<file path="src/rtl/ps2_pkg.sv">
// Shared definitions for the PS/2 keyboard receiver:
// prefix codes, frame FSM states and key word layout.
package ps2_pkg;

  localparam logic [7:0] PS2_EXT_PREFIX = 8'hE0;
  localparam logic [7:0] PS2_BRK_PREFIX = 8'hF0;

  localparam int KB_BRK_BIT = 15;
  localparam int KB_EXT_BIT = 8;

  typedef enum logic [1:0] {
    IDLE,
    DATA,
    PARITY,
    STOP
  } ps2_state_e;

  function automatic logic [15:0] kb_word(
    input logic       brk,
    input logic       ext,
    input logic [7:0] code
  );
    logic [15:0] w;
    w             = '0;
    w[KB_BRK_BIT] = brk;
    w[KB_EXT_BIT] = ext;
    w[7:0]        = code;
    return w;
  endfunction

endpackage

</file>
<file path="src/rtl/ps2_sync_filter.sv">
// Pin synchroniser followed by a stability filter:
// the output flips only after FILTER_LEN cycles of disagreement.
module ps2_sync_filter #(
  parameter int SYNC_STAGES = 2,
  parameter int FILTER_LEN  = 8
) (
  input  logic clk_i,
  input  logic rst_ni,
  input  logic pin_i,
  output logic filt_o
);

  localparam int CW = $clog2(FILTER_LEN + 1);

  logic [SYNC_STAGES-1:0] sync_q;
  logic                   sync_s;
  logic [CW-1:0]          cnt_q, cnt_d;
  logic                   filt_q, filt_d;

  assign sync_s = sync_q[SYNC_STAGES-1];
  assign filt_o = filt_q;

  // Shift the raw pin through the synchroniser chain.
  always_ff @(posedge clk_i or negedge rst_ni) begin
    if (!rst_ni) begin
      sync_q <= '1;
    end else begin
      sync_q <= {sync_q[SYNC_STAGES-2:0], pin_i};
    end
  end

  // Count consecutive disagreements; flip once the run is long enough.
  always_comb begin
    cnt_d  = '0;
    filt_d = filt_q;
    if (sync_s != filt_q) begin
      if (cnt_q == CW'(FILTER_LEN - 1)) begin
        filt_d = sync_s;
      end else begin
        cnt_d = cnt_q + 1'b1;
      end
    end
  end

  // Filter state register.
  always_ff @(posedge clk_i or negedge rst_ni) begin
    if (!rst_ni) begin
      cnt_q  <= '0;
      filt_q <= 1'b1;
    end else begin
      cnt_q  <= cnt_d;
      filt_q <= filt_d;
    end
  end

endmodule

</file>
<file path="src/rtl/ps2_kb_rx.sv">
// PS/2 keyboard receiver: deframes device-to-host frames,
// folds E0/F0 prefixes into key words and buffers them.
module ps2_kb_rx
  import ps2_pkg::*;
#(
  parameter int SYNC_STAGES = 2,
  parameter int FILTER_LEN  = 8,
  parameter int TIMEOUT_CYC = 10000,
  parameter int FIFO_DEPTH  = 4
) (
  input  logic        CLOCK_50,
  input  logic        RESET_N,
  input  logic        PS2_KBCLK,
  input  logic        PS2_KBDAT,
  output logic        KB_VALID,
  input  logic        KB_READY,
  output logic [15:0] KB_DATA,
  output logic        KB_PARITY_ERR,
  output logic        KB_FRAME_ERR,
  output logic        KB_OVERFLOW,
  input  logic        KB_ERR_CLR
);

  localparam int AW = $clog2(FIFO_DEPTH);
  localparam int NW = AW + 1;
  localparam int TW = $clog2(TIMEOUT_CYC + 1);

  logic clk_f, dat_f;
  logic clk_prev_q;
  logic fall_q;

  ps2_sync_filter #(
    .SYNC_STAGES(SYNC_STAGES),
    .FILTER_LEN (FILTER_LEN)
  ) u_clk_filt (
    .clk_i (CLOCK_50),
    .rst_ni(RESET_N),
    .pin_i (PS2_KBCLK),
    .filt_o(clk_f)
  );

  ps2_sync_filter #(
    .SYNC_STAGES(SYNC_STAGES),
    .FILTER_LEN (FILTER_LEN)
  ) u_dat_filt (
    .clk_i (CLOCK_50),
    .rst_ni(RESET_N),
    .pin_i (PS2_KBDAT),
    .filt_o(dat_f)
  );

  // Registered falling-edge pulse of the filtered clock.
  always_ff @(posedge CLOCK_50 or negedge RESET_N) begin
    if (!RESET_N) begin
      clk_prev_q <= 1'b1;
      fall_q     <= 1'b0;
    end else begin
      clk_prev_q <= clk_f;
      fall_q     <= clk_prev_q & ~clk_f;
    end
  end

  ps2_state_e     state_q, state_d;
  logic [2:0]     bit_q, bit_d;
  logic [7:0]     shift_q, shift_d;
  logic           par_q, par_d;
  logic [TW-1:0]  tmo_q, tmo_d;
  logic           tmo_hit;
  logic           par_good;
  logic           frame_ok;
  logic           par_err_ev;
  logic           frm_err_ev;

  assign tmo_hit = (state_q != IDLE) &&
                   (tmo_q == TW'(TIMEOUT_CYC));

  // Frame deframing: next state, shift path and error events.
  always_comb begin
    state_d    = state_q;
    bit_d      = bit_q;
    shift_d    = shift_q;
    par_d      = par_q;
    tmo_d      = '0;
    par_good   = ^{shift_q, par_q};
    frame_ok   = 1'b0;
    par_err_ev = 1'b0;
    frm_err_ev = 1'b0;
    if (state_q != IDLE && !fall_q) begin
      tmo_d = tmo_q + 1'b1;
    end
    if (tmo_hit) begin
      state_d    = IDLE;
      tmo_d      = '0;
      frm_err_ev = 1'b1;
    end else begin
      unique case (state_q)
        IDLE: begin
          if (fall_q && !dat_f) begin
            state_d = DATA;
            bit_d   = 3'd0;
          end
        end
        DATA: begin
          if (fall_q) begin
            shift_d = {dat_f, shift_q[7:1]};
            bit_d   = bit_q + 3'd1;
            if (bit_q == 3'd7) begin
              state_d = PARITY;
            end
          end
        end
        PARITY: begin
          if (fall_q) begin
            par_d   = dat_f;
            state_d = STOP;
          end
        end
        STOP: begin
          if (fall_q) begin
            state_d    = IDLE;
            frm_err_ev = ~dat_f;
            par_err_ev = ~par_good;
            frame_ok   = dat_f & par_good;
          end
        end
        default: state_d = IDLE;
      endcase
    end
  end

  // Frame FSM state register.
  always_ff @(posedge CLOCK_50 or negedge RESET_N) begin
    if (!RESET_N) begin
      state_q <= IDLE;
      bit_q   <= '0;
      shift_q <= '0;
      par_q   <= 1'b0;
      tmo_q   <= '0;
    end else begin
      state_q <= state_d;
      bit_q   <= bit_d;
      shift_q <= shift_d;
      par_q   <= par_d;
      tmo_q   <= tmo_d;
    end
  end

  logic       frame_vld_q;
  logic [7:0] frame_code_q;
  logic       ext_q, ext_d;
  logic       brk_q, brk_d;
  logic       dec_push;
  logic       is_ext, is_brk;

  // Hand a good frame to the decoder one cycle after the stop bit.
  always_ff @(posedge CLOCK_50 or negedge RESET_N) begin
    if (!RESET_N) begin
      frame_vld_q  <= 1'b0;
      frame_code_q <= '0;
    end else begin
      frame_vld_q <= frame_ok;
      if (frame_ok) begin
        frame_code_q <= shift_q;
      end
    end
  end

  assign is_ext   = frame_code_q == PS2_EXT_PREFIX;
  assign is_brk   = frame_code_q == PS2_BRK_PREFIX;
  assign dec_push = frame_vld_q & ~is_ext & ~is_brk;

  // Prefix tracking: set on E0/F0, cleared by a key or a bad frame.
  always_comb begin
    ext_d = ext_q;
    brk_d = brk_q;
    if (par_err_ev || frm_err_ev) begin
      ext_d = 1'b0;
      brk_d = 1'b0;
    end else if (frame_vld_q) begin
      if (is_ext) begin
        ext_d = 1'b1;
      end else if (is_brk) begin
        brk_d = 1'b1;
      end else begin
        ext_d = 1'b0;
        brk_d = 1'b0;
      end
    end
  end

  // Prefix flag registers.
  always_ff @(posedge CLOCK_50 or negedge RESET_N) begin
    if (!RESET_N) begin
      ext_q <= 1'b0;
      brk_q <= 1'b0;
    end else begin
      ext_q <= ext_d;
      brk_q <= brk_d;
    end
  end

  logic [15:0]   mem_q [FIFO_DEPTH];
  logic [AW-1:0] wr_q, rd_q;
  logic [NW-1:0] cnt_q;
  logic          full;
  logic          pop;
  logic          push_ok;
  logic          ovf_ev;

  assign full     = cnt_q == NW'(FIFO_DEPTH);
  assign KB_VALID = cnt_q != '0;
  assign pop      = KB_VALID & KB_READY;
  assign push_ok  = dec_push & (~full | pop);
  assign ovf_ev   = dec_push & full & ~pop;
  assign KB_DATA  = KB_VALID ? mem_q[rd_q] : 16'h0000;

  // Key word FIFO: storage, pointers and occupancy.
  always_ff @(posedge CLOCK_50 or negedge RESET_N) begin
    if (!RESET_N) begin
      for (int i = 0; i < FIFO_DEPTH; i++) begin
        mem_q[i] <= '0;
      end
      wr_q  <= '0;
      rd_q  <= '0;
      cnt_q <= '0;
    end else begin
      if (push_ok) begin
        mem_q[wr_q] <= kb_word(brk_q, ext_q, frame_code_q);
        wr_q        <= wr_q + 1'b1;
      end
      if (pop) begin
        rd_q <= rd_q + 1'b1;
      end
      unique case ({push_ok, pop})
        2'b10:   cnt_q <= cnt_q + 1'b1;
        2'b01:   cnt_q <= cnt_q - 1'b1;
        default: cnt_q <= cnt_q;
      endcase
    end
  end

  // Sticky error flags; a new event wins over a clear.
  always_ff @(posedge CLOCK_50 or negedge RESET_N) begin
    if (!RESET_N) begin
      KB_PARITY_ERR <= 1'b0;
      KB_FRAME_ERR  <= 1'b0;
      KB_OVERFLOW   <= 1'b0;
    end else begin
      KB_PARITY_ERR <= par_err_ev |
                       (KB_PARITY_ERR & ~KB_ERR_CLR);
      KB_FRAME_ERR  <= frm_err_ev |
                       (KB_FRAME_ERR & ~KB_ERR_CLR);
      KB_OVERFLOW   <= ovf_ev |
                       (KB_OVERFLOW & ~KB_ERR_CLR);
    end
  end

endmodule

</file>
<file path="config.mk">
export PLATFORM = sky130hd
export DESIGN_NAME = ps2_kb_rx
export DESIGN_NICKNAME = d
export VERILOG_FILES = /design/src/rtl/ps2_pkg.sv /design/src/rtl/ps2_sync_filter.sv /design/src/rtl/ps2_kb_rx.sv
export SDC_FILE = /design/constraint.sdc
export NUM_CORES = 1
export LEC_CHECK = 0
export CORE_UTILIZATION = 50
export DETAILED_ROUTE_END_ITERATION = 12
export GPL_TIMING_DRIVEN = 1
export MAX_ROUTING_LAYER = met4
export PLACE_DENSITY = 0.82
export RECOVER_POWER = 50
export SYNTH_ARGS = -nofsm -noshare
export SYNTH_HDL_FRONTEND = slang
export SYNTH_HIERARCHICAL = 1
export SYNTH_SLANG_ARGS = --single-unit
</file>
<file path="constraint.sdc">
create_clock -name CLOCK_50 -period 2.4 [get_ports CLOCK_50]
set_clock_uncertainty 0.2 [all_clocks]
set_input_delay 0.6 -clock CLOCK_50 [delete_from_list [all_inputs] [get_ports CLOCK_50]]
set_output_delay 0.6 -clock CLOCK_50 [all_outputs]
set_load 0.05 [all_outputs]
</file>
# Word level (Yosys, flattened, before mapping)

Index checks and enable logic that the tools add are counted.

Add/sub/neg operators: 8
Order comparisons: 3
Equal/unequal tests: 23
Mux-type cells: 41
Bitwise gates (word level): 26
Reduce and logical (&&, ||, !) cells: 22

Operators by type and width:

| kind                                                 | number |
|---|---|
| bitwise mux 64 bit                                   | 1 |
| two-way mux 16 bit                                   | 4 |
| binary-select mux 16 bit (select 2 bit)              | 1 |
| demux 16 bit (select 2 bit)                          | 1 |
| two-way mux 14 bit                                   | 2 |
| two-way mux 1 bit                                    | 17 |
| equality test 8 bit (second input constant)          | 2 |
| two-way mux 4 bit                                    | 4 |
| inequality test 3 bit (second input constant)        | 5 |
| adder 14 x 1 -> 14 bit (second input constant)       | 1 |
| equality test 14 bit (second input constant)         | 1 |
| two-way mux 2 bit                                    | 6 |
| one-hot mux 3 bit (2 select lines)                   | 2 |
| AND 1 bit                                            | 11 |
| NOT 1 bit                                            | 9 |
| XOR reduction 9 bit                                  | 1 |
| adder 4 x 1 -> 4 bit (second input constant)         | 2 |
| equality test 4 x 3 -> 1 bit (second input constant) | 2 |
| one-hot mux 2 bit (4 select lines)                   | 1 |
| AND reduction 2 bit                                  | 4 |
| nonzero test 2 bit                                   | 4 |
| adder 3 x 1 -> 3 bit (second input constant)         | 2 |
| equality test 2 bit (second input constant)          | 3 |
| equality test 3 bit (second input constant)          | 2 |
| other kinds (20)                                     | 35 |

Flip-flop bits (word level): 129
Logic and storage cells: 150

# Longest topological paths before layout

Gate-level depths: netlist of the first run.

Depth after elaboration: 8
Mapped depth: 11
Gate-level depth less buffers: 10

# Hierarchy

The synthesis of the first run kept the hierarchy.

Modules (own cells, without submodules):

| module          | instances | cells an instance | area an instance (um2) |
|---|---|---|---|
| ps2_kb_rx       | 1         | 326               | 4,339.2 |
| ps2_sync_filter | 2         | 20                | 271.5 |

# Worst setup path before layout of the first run

Ideal clock, no wire load.

Path kind: in2reg
From: input port KB_READY
To: register cnt_q[2] (netlist name)
Arrival: 2,433 ps
Data required time: 2,121 ps
Setup slack: -313 ps
Stages on the path: 10
Path buffers: 1
Cell sequence: or4b_1 -> and3_1 -> buf_4 -> inv_1 -> ha_1 -> inv_1 -> fa_1 -> xor2_1 -> nor2_1 -> xor2_1

RTL lines:

| what               | RTL line        | source |
|---|---|---|
| start: declaration | ps2_kb_rx.sv:16 | `input logic KB_READY,` |

# Worst setup path after layout of the first run

From: register rd_q[0]
To: output port KB_DATA[5]

Longest elaborated chain between the ends: 5

Ends and longest elaborated chain:

| what                                                   | RTL line         | source |
|---|---|---|
| start: declaration                                     | ps2_kb_rx.sv:203 | `logic [AW-1:0] wr_q, rd_q;` |
| start signal: assignment                               | ps2_kb_rx.sv:232 | `rd_q <= rd_q + 1'b1;` |
| NOT 2 -> 3 bit (not written as such)                   | ps2_kb_rx.sv:215 | `assign KB_DATA = KB_VALID ? mem_q[rd_q] : 16'h0000;` |
| binary-select mux 16 bit (select 2 bit)                | ps2_kb_rx.sv:215 |  |
| two-way mux 16 bit (not written as such) (2 in series) | ps2_kb_rx.sv:215 |  |
| two-way mux 16 bit                                     | ps2_kb_rx.sv:215 |  |
| end: declaration                                       | ps2_kb_rx.sv:17  | `output logic [15:0] KB_DATA,` |

Every way passes these cells. The select of a mux whose other input is x is not followed.

==> flow_metrics.py, run 1 <==
metrics = {
    "power_and_ir_drop": {
        "finalPower_w": 0.00369,
        "power_density_mw_per_mm2": 639,
        "internal_power_w": 0.00266,
        "peakVddDrop_mv": 0.775,
        "pwr-share-clk_pct": 27.6,
        "pwr-share-comb_pct": 17.9,
        "p_seq_share_pct": 54.5,
        "p_leak_nw": 2.81,
        "p_switching_w": 0.00103,
        "switching_share_pct": 27.9,
    },
    "drt": {
        "viasPerCell": 5.22,
        "vias": 2884,
        "drt_pre_antenna_iters": 4,
        "drtIter0Drc": 61,
        "drt_wl_total_um": 8570,
        "drtAntennaViolNets": 0,
        "drc_errors": 0,
        "wire_per_inst_um": 15.5,
    },
    "placed_design": {
        "dp_slack_ns": -0.637,
        "io_buffers": 19,
        "placed_area_mm2": 0.00534,
        "place_hpwl_um": 5720,
        "gp_congestion": 0.779,
    },
    "finish": {
        "fin_nets": 441,
        "antenna_cells": 0,
        "final_cell_mix": "dfrtp_1 (97), mux2_2 (50), nor2_1 (24), buf_4 (20), nand2_1 (18)",
        "layout_commonest_cell": "dfrtp_1",
        "fin_util_pct": 61.9,
        "area_delta_synth_final_pct": 18.2,
        "post-route-cell-area_mm2": 0.00577,
        "drive_gt1_share_pct": 37.7,
    },
    "yosys": {
        "async_flop_share_pct": 100,
        "synth_enable_flop_cells": 0,
        "ys_types": 44,
        "synth_top_area_share_pct": 50.2,
        "yosysTopAreaCell": "dfrtp_1",
        "syn_avg_cell_area_um2": 13.3,
        "ys_seq_elements": 105,
        "synth_warnings": 6,
        "seq_area_frac_synth_pct": 54.0,
        "ys.flop_type": "dfrtp_1",
        "synth_area_mm2": 0.00488,
        "postSynthCellCount": 366,
        "synth_area_leaders": "dfrtp_1 (50%), mux2_2 (12%), mux4_2 (4.6%)",
    },
    "clocking": {
        "cts_root_buffer": "clkbuf_8",
        "h-tree-depth": 3,
        "cts_tree": "yes",
        "worstSkewPairLatency_ns": 0.37,
        "cts_max_path_buffers": 2,
        "numCtsBuffers": 9,
        "clkTransAtPathRegs_ns": 0.10,
        "clock_sinks": 105,
    },
    "timing": {
        "hold_slack_ns": 0.160,
        "worstMarginPinSlew_ns": 0.723,
        "fin_ws_ns": -0.181,
        "slew_violations": 0,
        "rsz0062_at_grt": "true",
        "min_period_over_period_pct": 108,
        "hold_violations": 0,
        "min_period_ns": 2.58,
        "setup_violations": 12,
        "relSlewSlack_pct": 51.8,
        "fmax_mhz": 387,
    },
    "status": {
        "outcome": "complete, but fails checks",
        "violations": "negative setup slack",
    },
    "job": {
        "cap_violations": 0,
    },
    "global_routing": {
        "grt_remaining_overflow": 0,
        "grt_use_total_pct": 19.3,
        "grt_max_degree": 59,
        "grt_pass1_wl_um": 14400,
        "antenna_found_initial": 0,
        "grt_pass1_vias": 2927,
    },
    "worst_setup_path": {
        "cp.required_ns": 1.60,
        "worstSetupPathType": "reg -> out",
        "start_kind": "flop",
        "crit_path_end_kind": "output port",
        "crit_fanout": 6,
        "crit_arrival_ns": 1.78,
        "worstReg2RegStart": "cnt_q[0]$_DFFE_PN0P_",
        "startpoint": "rd_q[0]$_DFFE_PN0P_",
    },
    "die": {
        "row_count": 35,
        "coreArea_mm2": 0.00933,
        "io_pins": 26,
        "die_w_um": 101,
        "die-area_mm2": 0.0102,
        "start_util_pct": 52.3,
        "fp.dieH_um": 101,
    },
    "hold_path": {
        "worstHoldStart": "u_clk_filt/sync_q[0]$_DFF_PN1_",
        "hold_class": "reg -> reg",
    },
}
-- synthesized netlist by cell type, types with 5 or more instances --
| master | count |
|---|---|
| and2_1 | 12 |
| ha_1 | 15 |
| xor2_1 | 13 |
| dfstp_2 | 7 |
| nand3_1 | 6 |
| inv_1 | 15 |
| mux4_2 | 10 |
| mux2_4 | 10 |
| buf_4 | 7 |
| mux2_2 | 50 |
| o21ai_0 | 9 |
| nand2_1 | 18 |
| xnor2_1 | 12 |
| dfrtp_1 | 98 |
| and3_1 | 5 |
| nor2_1 | 23 |
| nor2b_1 | 5 |
-- sequential cells by signal (all words and copies together) (netlist names), 2 cells and up --
register,cells
cnt_q,3
u_clk_filt/sync_q,2
rd_q,2
u_dat_filt/sync_q,2
tmo_q,14
u_clk_filt/cnt_q,4
mem_q,40
frame_code_q,8
bit_q,3
wr_q,2
shift_q,8
u_dat_filt/cnt_q,4
state_q,2
-- power groups by stage --
stage | Clock, W | Sequential (W) | Combinational, W
finish | 0.00102 | 0.00201 | 0.000661
global route | 0.00112 | 0.00203 | 0.000750
CTS | 0.00105 | 0.00201 | 0.000668
detailed placement | 0 | 0.00204 | 0.000648
global placement | 0 | 0.00204 | 0.000626
floorplan | 0 | 0.00204 | 0.000454
-- kinds of logic after synthesis --
logic type	synth area share, %
compound gates	3.15
buf+inv	2.69
fa+ha+maj	4.25
mux	19.6
flops	54.0
other cells	0.0768
simple gates	10.9
xor+xnor	5.31
-- worst max-delay path, stage by stage (launching register included) --
cell	delay (ns)
dfrtp_2	0.43
buf_12	0.14
mux4_2	0.52
and2_4	0.17
buf_8	0.14
-- final timing paths --
check	end	slack [ns]	depth (start not counted)
worst max-delay path	KB_DATA[5]	-0.18	4
worst min register to register	u_clk_filt/sync_q[1]$_DFF_PN1_	0.16	0
worst max register to register	cnt_q[2]$_DFFE_PN0P_	-0.04	10
max in group asynchronous	rd_q[0]$_DFFE_PN0P_	0.17	3
worst min-delay path	u_clk_filt/sync_q[1]$_DFF_PN1_	0.16	0
min in group asynchronous	mem_q[50]$_DFFE_PN0P_	0.60	2
-- layer usage --
layer / vias up / share of wire, % / track usage [%]
li1: 1364 / - / -
met1: 1484 / 44 / 23.2
met2: 29 / 53 / 32.3
met3: 7 / 2.6 / 5.27
met4: 0 / 0.92 / 5.02
met5: - / 0 / -
-- final cells by class --
class / count / area, um^2
Tap cell: 129 / 161
Inverter: 15 / 56.3
Multi-Input combinational cell: 239 / 2200
Clock buffer: 14 / 173
Sequential cell: 105 / 2640
Timing Repair Buffer: 49 / 527
Fill cell: 675 / 3560
Clock inverter: 2 / 12.5
-- stage by stage --
step / setup TNS, ns / cells
3_5_place_dp: -16.49 / 526
4_1_cts: -1.96 / 551
6_report: -1.65 / 553
5_1_grt: -6.50 / 553
2_1_floorplan: -0.251 / 371
3_3_place_gp: -13.00 / 526
-- timing repair --
| action | 4_1_cts | 5_1_grt |
|---|---|---|
| hold endpoints to repair | 12 | 0 |
| resized for setup | 44 | 4 |
| pin swaps | 12 | 6 |
| endpoints found under the setup margin | 16 | 44 |
| gates cloned | 2 | 0 |
| hold buffers | 1 | 0 |
| buffers inserted | 6 | 2 |
Power figures use the tool's default switching activity.
==> inputs of run 2 (changes only) <==
Settings changed: CAP_MARGIN set to 20, CORE_UTILIZATION 50 to 45, PLACE_DENSITY 0.82 to 0.76, SYNTH_HIERARCHICAL 1 to unset.
==> flow_metrics.py, run 2 <==
metrics = {
    "status": {
        "outcome": "complete, but fails checks",
        "violations": "negative setup slack",
    },
    "finish": {
        "largest_register": "mem_q",
        "fin_nets": 443,
        "fillers": 855,
        "antenna_cells": 0,
        "post-route-cell-area_mm2": 0.00576,
        "final_cell_mix": "dfrtp_1 (97), mux2_2 (49), nor2_1 (25), buf_4 (20), inv_1 (17)",
        "drive_gt1_share_pct": 38.4,
        "area_delta_synth_final_pct": 18.9,
        "largest_reg_flops": 40,
        "final_cells": 561,
        "layout_commonest_cell": "dfrtp_1",
        "largestRegisters": "mem_q: 40 flops, tmo_q: 14 flops",
    },
    "timing": {
        "fin_ws_ns": -0.166,
        "fmax_mhz": 390,
        "setup_violations": 10,
        "min_period_ns": 2.57,
        "relSlewSlack_pct": 46.5,
        "slew_violations": 0,
        "rsz0062_at_grt": "true",
        "setup_tns_ns": -1.44,
        "hold_violations": 0,
        "min_period_over_period_pct": 107,
        "worstMarginPinSlew_ns": 0.803,
    },
    "yosys": {
        "synth_warnings": 0,
        "synth_enable_flop_cells": 0,
        "yosysTopAreaCell": "dfrtp_1",
        "ys_seq_elements": 105,
        "ys.flop_type": "dfrtp_1",
        "synth_fa_ha_area_share_pct": 4.55,
        "synth_area_mm2": 0.00484,
        "synth_top_family_by_area": "multiplexers",
        "postSynthCellCount": 366,
        "post-synth-top-count-cell": "dfrtp_1",
        "yosys.area_share.xor_xnor_pct": 5.71,
        "synth_top_area_share_pct": 50.6,
        "synth_area_leaders": "dfrtp_1 (51%), mux2_2 (11%), mux4_2 (4.6%)",
        "synth-compound-area-share_pct": 3.33,
        "synthSimpleGateAreaFrac_pct": 10.2,
        "synth_common_cells": "dfrtp_1 (98), mux2_2 (49), nor2_1 (25)",
        "ys_types": 45,
        "synthMuxAreaShare_pct": 18.8,
        "syn_avg_cell_area_um2": 13.2,
        "async_flop_share_pct": 100,
        "seq_area_frac_synth_pct": 54.4,
    },
    "clocking": {
        "clock_sinks": 105,
        "worstSkewPairLatency_ns": 0.38,
        "numCtsBuffers": 9,
        "cts_max_path_buffers": 2,
        "clkTransAtPathRegs_ns": 0.11,
        "h-tree-depth": 3,
        "cts_root_buffer": "clkbuf_8",
        "cts_tree": "yes",
    },
    "die": {
        "start_util_pct": 46.7,
        "fp.dieH_um": 106,
        "die-area_mm2": 0.0112,
        "die_w_um": 106,
        "coreArea_mm2": 0.0104,
        "row_count": 37,
        "io_pins": 26,
    },
    "global_routing": {
        "grt_remaining_overflow": 0,
        "grt_pass1_vias": 3083,
        "grt_use_total_pct": 17.3,
        "grt_max_degree": 37,
        "grt_pass1_wl_um": 14600,
        "antenna_found_initial": 0,
    },
    "job": {
        "cap_violations": 0,
    },
    "placed_design": {
        "gp_congestion": 0.759,
        "place_hpwl_um": 5790,
        "io_buffers": 19,
        "dp_cells": 538,
        "placed_area_mm2": 0.00535,
    },
    "worst_setup_path": {
        "slowest_delay_ns": 0.52,
        "start_kind": "flop",
        "crit_arrival_ns": 1.77,
        "cp.required_ns": 1.60,
        "crit_chain": "buf_12 -> mux4_2 -> and2_4 -> buf_8",
        "crit_fanout": 6,
        "worstSetupPathType": "reg -> out",
        "crit_path_end_kind": "output port",
        "cp_top_family": "multiplexers",
        "path_buf_inv": 2,
        "crit_slowest_cell": "mux4_2",
    },
    "drt": {
        "viasPerCell": 5.10,
        "vias": 2862,
        "wire_per_inst_um": 14.9,
        "drt_wl_total_um": 8380,
        "drtAntennaViolNets": 0,
        "drtIter0Drc": 102,
        "drc_errors": 0,
        "drt_pre_antenna_iters": 4,
    },
    "power_and_ir_drop": {
        "p_leak_nw": 2.80,
        "peakVddDrop_mv": 0.380,
        "power_density_mw_per_mm2": 687,
    },
    "hold_path": {
        "hold_class": "reg -> reg",
    },
}
run 2: changes by cell type in the layout (fill, tap and decap cells not counted), moves of 3 or more:
cell / before / now
a32o_1: 3 / 0
nand2_1: 18 / 15
clkbuf_8: 12 / 9
inv_1: 13 / 17
and3_1: 4 / 0
nor3_1: 4 / 7
buf_6: 5 / 2
xnor2_1: 12 / 15
nand3_1: 6 / 9
run 2: logic make-up after synthesis:
| kind of cell | count (synthesis) |
|---|---|
| AO/OA/AOI/OAI | 24 |
| XOR/XNOR | 29 |
| adder cells (fa/ha/maj) | 17 |
| buffers and inverters | 31 |
| flip-flops | 105 |
| multiplexers | 68 |
| other | 1 |
| AND/OR/NAND/NOR | 91 |
run 2: final timing paths:
kind	startpoint	end	slack [ns]	depth (start not counted)
worst min-delay path	u_clk_filt.sync_q[0]$_DFF_PN1_	u_clk_filt.sync_q[1]$_DFF_PN1_	0.16	0
worst min register to register	u_clk_filt.sync_q[0]$_DFF_PN1_	u_clk_filt.sync_q[1]$_DFF_PN1_	0.16	0
min in group asynchronous	RESET_N	mem_q[49]$_DFFE_PN0P_	0.63	2
max in group asynchronous	RESET_N	clk_prev_q$_DFF_PN1_	0.27	3
worst max register to register	cnt_q[0]$_DFFE_PN0P_	cnt_q[2]$_DFFE_PN0P_	0.01	10
worst max-delay path	rd_q[0]$_DFFE_PN0P_	KB_DATA[8]	-0.17	4
run 2: layout make-up:
cell class | count | area (um^2) | area share [%]
Sequential cell | 105 | 2640 | 45.8
Multi-Input combinational cell | 235 | 2180 | 37.8
Timing Repair Buffer | 50 | 514 | 8.93
Tap cell | 136 | 170 | 2.96
Clock buffer | 9 | 124 | 2.15
Inverter | 19 | 71.3 | 1.24
Clock inverter | 7 | 65.1 | 1.13
run 2: metal layers:
metal	share of wire, %	vias up	global-route usage [%]
met5	0	-	-
met1	44	1463	19.9
li1	-	1355	-
met4	1.7	0	5.85
met3	2.5	13	3.83
met2	52	31	29.8
run 2: metrics by stage:
stage / setup slack [ns] / utilization (%) / hold slack, ns / power (W)
after floorplan: -0.175 / - / 0.104 / 0.00264
after global placement: -0.474 / 51.6 / 0.146 / 0.00289
after detailed placement: -0.556 / 51.6 / 0.149 / 0.00293
after CTS: -0.219 / 55.5 / 0.165 / 0.00402
after global routing: -0.221 / 55.5 / 0.171 / 0.00419
final: -0.166 / 55.5 / 0.164 / 0.00396
run 2: repair_timing:
item                       CTS  global route
resized for setup           43             5
buffers inserted             3             1
hold buffers                 1             0
hold endpoints to repair    28             0
cloned                       2             0
setup endpoints to repair   13            30
pin swaps                   16             3
run 2: report_power, final:
part	leakage [nW]	total, W	internal [W]	switching [W]
Clock	0.0958	0.00104	0.000398	0.000638
Combinational	1.28	0.000879	0.000394	0.000485
Sequential	1.42	0.00204	0.00193	0.000116
